## config.mk

```make
export PLATFORM = sky130hd
export DESIGN_NAME = rx_fifo
export DESIGN_NICKNAME = d
export VERILOG_FILES = /design/src/rtl/rx_fifo.sv
export SDC_FILE = /design/constraint.sdc
export NUM_CORES = 1
export LEC_CHECK = 0
export CAP_MARGIN = 20
export CORE_ASPECT_RATIO = 2
export CORE_MARGIN = 2
export CORE_UTILIZATION = 46
export CTS_BUF_LIST = sky130_fd_sc_hd__clkbuf_16
export CTS_CLUSTER_DIAMETER = 30
export CTS_CLUSTER_SIZE = 14
export DETAILED_ROUTE_END_ITERATION = 8
export GPL_TIMING_DRIVEN = 0
export PLACE_DENSITY_LB_ADDON = 0.1
export SLEW_MARGIN = 20
export SYNTH_ARGS = -nofsm -noshare
export SYNTH_HDL_FRONTEND = slang
export SYNTH_SLANG_ARGS = --single-unit
export TNS_END_PERCENT = 1
```

## constraint.sdc

```tcl
create_clock -name RX_CLK -period 6.4 [get_ports RX_CLK]
set_input_delay 0.96 -clock RX_CLK [delete_from_list [all_inputs] [get_ports RX_CLK]]
set_output_delay 0.96 -clock RX_CLK [all_outputs]
set_load 0.1 [all_outputs]
```

## src/rtl/rx_fifo.sv

```systemverilog
// Receive frame buffer behind the UART receiver: FWFT circular store,
// framing-error frame drop, sticky overrun and saturating error count.
module rx_fifo #(
  parameter int DATA_WIDTH = 8,
  parameter int DEPTH      = 8,
  parameter int CNT_WIDTH  = 8
) (
  input  logic                    RX_CLK,
  input  logic                    RX_RST,
  input  logic                    WR_VALID,
  input  logic [DATA_WIDTH-1:0]   WR_DATA,
  input  logic                    WR_PARITY_ERR,
  input  logic                    WR_STOP_ERR,
  input  logic                    RD_EN,
  output logic [DATA_WIDTH-1:0]   RD_DATA,
  output logic                    RD_PARITY_ERR,
  output logic                    EMPTY,
  output logic                    FULL,
  output logic [$clog2(DEPTH):0]  COUNT,
  output logic                    OVERRUN,
  input  logic                    CLR_OVERRUN,
  output logic [CNT_WIDTH-1:0]    STOP_ERR_CNT
);

  localparam int AW = $clog2(DEPTH);
  localparam logic [AW:0] FULL_CNT = (AW+1)'(DEPTH);

  logic [DATA_WIDTH:0]   r_mem [DEPTH];
  logic [AW-1:0]         r_wr_ptr;
  logic [AW-1:0]         r_rd_ptr;
  logic [AW:0]           r_count;
  logic                  r_overrun;
  logic [CNT_WIDTH-1:0]  r_stop_cnt;

  logic                  w_empty;
  logic                  w_full;
  logic                  w_pop;
  logic                  w_wr;
  logic                  w_ovr;
  logic                  w_se;
  logic [DATA_WIDTH:0]   w_head;

  assign w_empty = (r_count == '0);
  assign w_full  = (r_count == FULL_CNT);
  assign w_pop   = RD_EN & ~w_empty;
  assign w_se    = WR_VALID & WR_STOP_ERR;
  // a pop in the same cycle frees the slot, so FULL alone does not drop
  assign w_wr    = WR_VALID & ~WR_STOP_ERR & (~w_full | w_pop);
  assign w_ovr   = WR_VALID & ~WR_STOP_ERR & w_full & ~w_pop;
  assign w_head  = r_mem[r_rd_ptr];

  always_ff @(posedge RX_CLK) begin
    if (w_wr) begin
      r_mem[r_wr_ptr] <= {WR_PARITY_ERR, WR_DATA};
    end
  end

  always_ff @(posedge RX_CLK) begin
    if (RX_RST) begin
      r_wr_ptr   <= '0;
      r_rd_ptr   <= '0;
      r_count    <= '0;
      r_overrun  <= 1'b0;
      r_stop_cnt <= '0;
    end else begin
      if (w_wr) begin
        r_wr_ptr <= r_wr_ptr + 1'b1;
      end
      if (w_pop) begin
        r_rd_ptr <= r_rd_ptr + 1'b1;
      end
      if (w_wr && !w_pop) begin
        r_count <= r_count + 1'b1;
      end else if (w_pop && !w_wr) begin
        r_count <= r_count - 1'b1;
      end
      if (w_ovr) begin
        r_overrun <= 1'b1;
      end else if (CLR_OVERRUN) begin
        r_overrun <= 1'b0;
      end
      if (w_se && !(&r_stop_cnt)) begin
        r_stop_cnt <= r_stop_cnt + 1'b1;
      end
    end
  end

  assign RD_DATA       = w_empty ? '0 : w_head[DATA_WIDTH-1:0];
  assign RD_PARITY_ERR = w_empty ? 1'b0 : w_head[DATA_WIDTH];
  assign EMPTY         = w_empty;
  assign FULL          = w_full;
  assign COUNT         = r_count;
  assign OVERRUN       = r_overrun;
  assign STOP_ERR_CNT  = r_stop_cnt;

endmodule

```

==> results.md <==
* CP Max Fanout at 10
* Hold Crit Class: reg -> reg
* Multi-input logic area at 1175 µm²
* # Post-CTS Setup Buffers at 0
* Worst EP arrival at 2.90 ns
* Register area share after synthesis at 68.17%
* Reg2Reg Depth at 10
* CP required at 5.44 ns
* Synth warn at 0
* Final antenna-violating net count at 0
* Top_reg_cell synth: edfxtp_1
* Core ar. at 8174 µm²
* Cell Area, Synth at 3817 µm²
* Port bufs at 38
* Initial Util at approximately 47%
* Cell variety after synth at 37
* Setup crit end kind: output port
* Crit-path cells: nor4_1 > clkbuf_1 > clkdlybuf4s50_1
* TritonCTS clock tree: done
* Status: finished, final reports clean
* Synth Net Count at 260
* Number of flops mapped to enable cells by yosys at 72
* Die height at approximately 130 µm
* Seq cells post-synth at 94
* Via count at ~2,100
* DP HPWL at 5.074 mm
* Area of the die at ~9100 µm²
* Post-Syn Instances at 238
* Share of flip-flops with an asynchronous set or reset at 0%
* Setup TNS at 0 ns
* Final hold slack at 0.5476 ns
* Crit Path Category: reg -> out
* Crit path max-delay family: buffers and inverters
* DRT Wirelength at slightly above 7 mm
* DRC violations left at 0
* Peak supply drop at approximately 0.00034 V
* Worst Hold End: r_wr_ptr[2]$_SDFFE_PP0P_
* DR WL/cell at between 15 and 20 µm
* Crit path launch type: flip-flop
* Crit path largest cell delay at 1.24 ns
* Clk_skew at between 0.005 and 0.006 ns
* Area delta synth->final at 21.37%
* Number of nets in the layout at around 310
* Syn avg cell area at 16.04 µm²
* Clk_lat worst skew at 0.33 ns
* Gr usage total at 18.12%
* Largest net degree at the start of global routing at 15
* Root Buffer: clkbuf_16
* Slew HR at between 30 and 40%
* Slowest-stage cell, CP: clkdlybuf4s50_1
* First-pass GRT wire length at ~11 mm
* Max Buffers Root-to-Sink at 2
* Reg2reg end: COUNT[3]$_SDFFE_PP0P_
* Vias in the first global route at roughly 2,200
* Achievable Freq at approximately 260 MHz
* Vias per cell at 5.429
* FF+latch area at 2603 µm²
* PwrDens at around 440 nW/µm²
* Number of CTS-inserted buffers at 9
* FF-to-FF Start: COUNT[0]$_SDFFE_PP0P_
* Crit path buf inv count at 2
* Leak at 1.563 nW
* First drt pass iteration count at 4
* CTS Sinks at 94
* Setup Viol. Count Final at 0
* H-Tree Depth at 3
* Fin crit share at a little over 60%
* RSZ-0062 raised after global routing: false
* Worst-path clk slew at 0.06 ns
* Max capacitance violation total at 0
* # hold bufs at CTS at 0
* Initial DRC count at approximately 110
* Die Span X at about 68 µm
* I/O Pins at 39
* Gr ovfl total at 0
* Num rows at 47
* PostCTS Resize Cnt at 0
* Tmin final at 3.859 ns
* Final hold violation count at 0
* Worst-Margin Slew at 1.038 ns
* Slew Viols, Final at 0
* GPL Wtd Cong at 0.7291
* Ant. Diodes at 0
* Worst hold start: r_wr_ptr[2]$_SDFFE_PP0P_
* Hold Path Stages at 2
* Fillers at 669
* R2r setup slk at ~3.6 ns
* Initial antenna violation count at 0
* Layout cells sized above 1 at 15.54%
==> final cells by class <==
cell class                      instances  share of cell area (%)
Buffer                                  9                   1.026
Clock inverter                          7                  0.7831
Sequential cell                        94                   56.17
Tap cell                               98                   2.647
Timing Repair Buffer                   42                   8.831
Multi-Input combinational cell        131                   25.36
Inverter                                4                  0.3241
Clock buffer                            9                   4.861
==> cell families after synthesis <==
family	share of synthesized area (%)
buffers and inverters	1.639
DFF	68.17
xor gates and xnor gates	2.065
AOI/OAI and AO/OA	2.262
and+or+nand+nor	8.522
adders and majority gates	2.491
muxes	14.85
==> worst reg2reg max path: stages, from the launching register on <==
cell,delay [ns]
dfxtp_1,0.39
or4b_4,0.61
o21ai_4,0.22
inv_1,0.07
ha_1,0.21
inv_1,0.13
ha_1,0.28
a21oi_1,0.19
a211oi_1,0.10
a31oi_1,0.18
mux2_2,0.35
==> placed cells by master, fill, tap and decap left out, types with 2 or more instances in the layout <==
master / n
clkdlybuf4s50_1: 38
xor2_1: 8
mux4_2: 18
ha_1: 6
buf_1: 2
nor4_2: 2
nand2_1: 5
clkbuf_1: 3
buf_4: 2
dfxtp_1: 22
o211ai_1: 3
nor2b_1: 3
nand3_1: 5
clkinv_4: 2
mux2i_1: 15
nor2_1: 39
buf_6: 2
nor3_2: 2
a21oi_1: 3
edfxtp_1: 72
clkbuf_16: 9
buf_2: 3
inv_1: 8
nor4_1: 2
nand2b_1: 4
==> cell usage after synthesis, types with 2 or more instances <==
master / number / area share [%]
edfxtp_1: 72 / 57
nor2_1: 39 / 3.8
dfxtp_1: 22 / 12
mux4_2: 18 / 11
mux2i_1: 15 / 3.9
xor2_1: 8 / 1.8
ha_1: 6 / 2.0
nand2_1: 5 / 0.49
nand3_1: 5 / 0.66
inv_1: 4 / 0.39
nand2b_1: 4 / 0.66
nor4_1: 4 / 0.66
a21oi_1: 3 / 0.39
clkbuf_1: 3 / 0.29
nor2b_1: 3 / 0.49
nor3_1: 3 / 0.39
o211ai_1: 3 / 0.59
buf_1: 2 / 0.20
==> per-stage QoR <==
step                instance area, µm²  utilization (%)  power (mW)  setup slack (ns)  std cells
floorplan                         3817                -       1.410             2.106        238
finish                            4633            56.68       2.045             2.541        394
CTS                               4633            56.68       2.069             2.463        394
global placement                  4320            52.85       1.598             2.177        374
global route                      4633            56.68       2.127             2.307        394
detailed placement                4372            53.48       1.606             2.687        378
==> routing by layer <==
| layer | part of all wire [%] | GRT usage [%] | routed length (µm) | vias up |
|---|---|---|---|---|
| met5 | 0 | 0 | 0 | - |
| li1 | - | - | - | 1014 |
| met1 | 36 | 19.68 | 2616 | 1071 |
| met3 | 3.1 | 4.082 | 227 | 9 |
| met4 | 1.9 | 6.667 | 138 | 0 |
| met2 | 59 | 32.59 | 4262 | 45 |
==> report_power, final <==
| part | switching (mW) | leakage [nW] | total (mW) | internal (mW) |
|---|---|---|---|---|
| sequential | 0.0265 | 0.829 | 0.713 | 0.686 |
| clock | 0.206 | 0.142 | 0.463 | 0.257 |
| combinational | 0.612 | 0.592 | 0.869 | 0.257 |
| total | 0.844 | 1.56 | 2.04 | 1.20 |
==> registers in the layout, indices dropped and copies added (netlist names), named ones only <==
register      count
r_mem            72
STOP_ERR_CNT      8
COUNT             4
r_rd_ptr          3
r_wr_ptr          3
OVERRUN           1
==> worst max path at each step <==
stage	start	to	cells after the start
5_1_grt	COUNT[0]$_SDFFE_PP0P_	EMPTY	3
6_report	COUNT[0]$_SDFFE_PP0P_	EMPTY	3
3_5_place_dp	WR_VALID	COUNT[3]$_SDFFE_PP0P_	11
2_1_floorplan	COUNT[0]$_SDFFE_PP0P_	RD_DATA[0]	3
4_1_cts	COUNT[0]$_SDFFE_PP0P_	EMPTY	3
3_3_place_gp	RD_EN	r_mem[0][7]$_DFFE_PP_	4
Note: power is estimated with default switching activity, not from simulation.
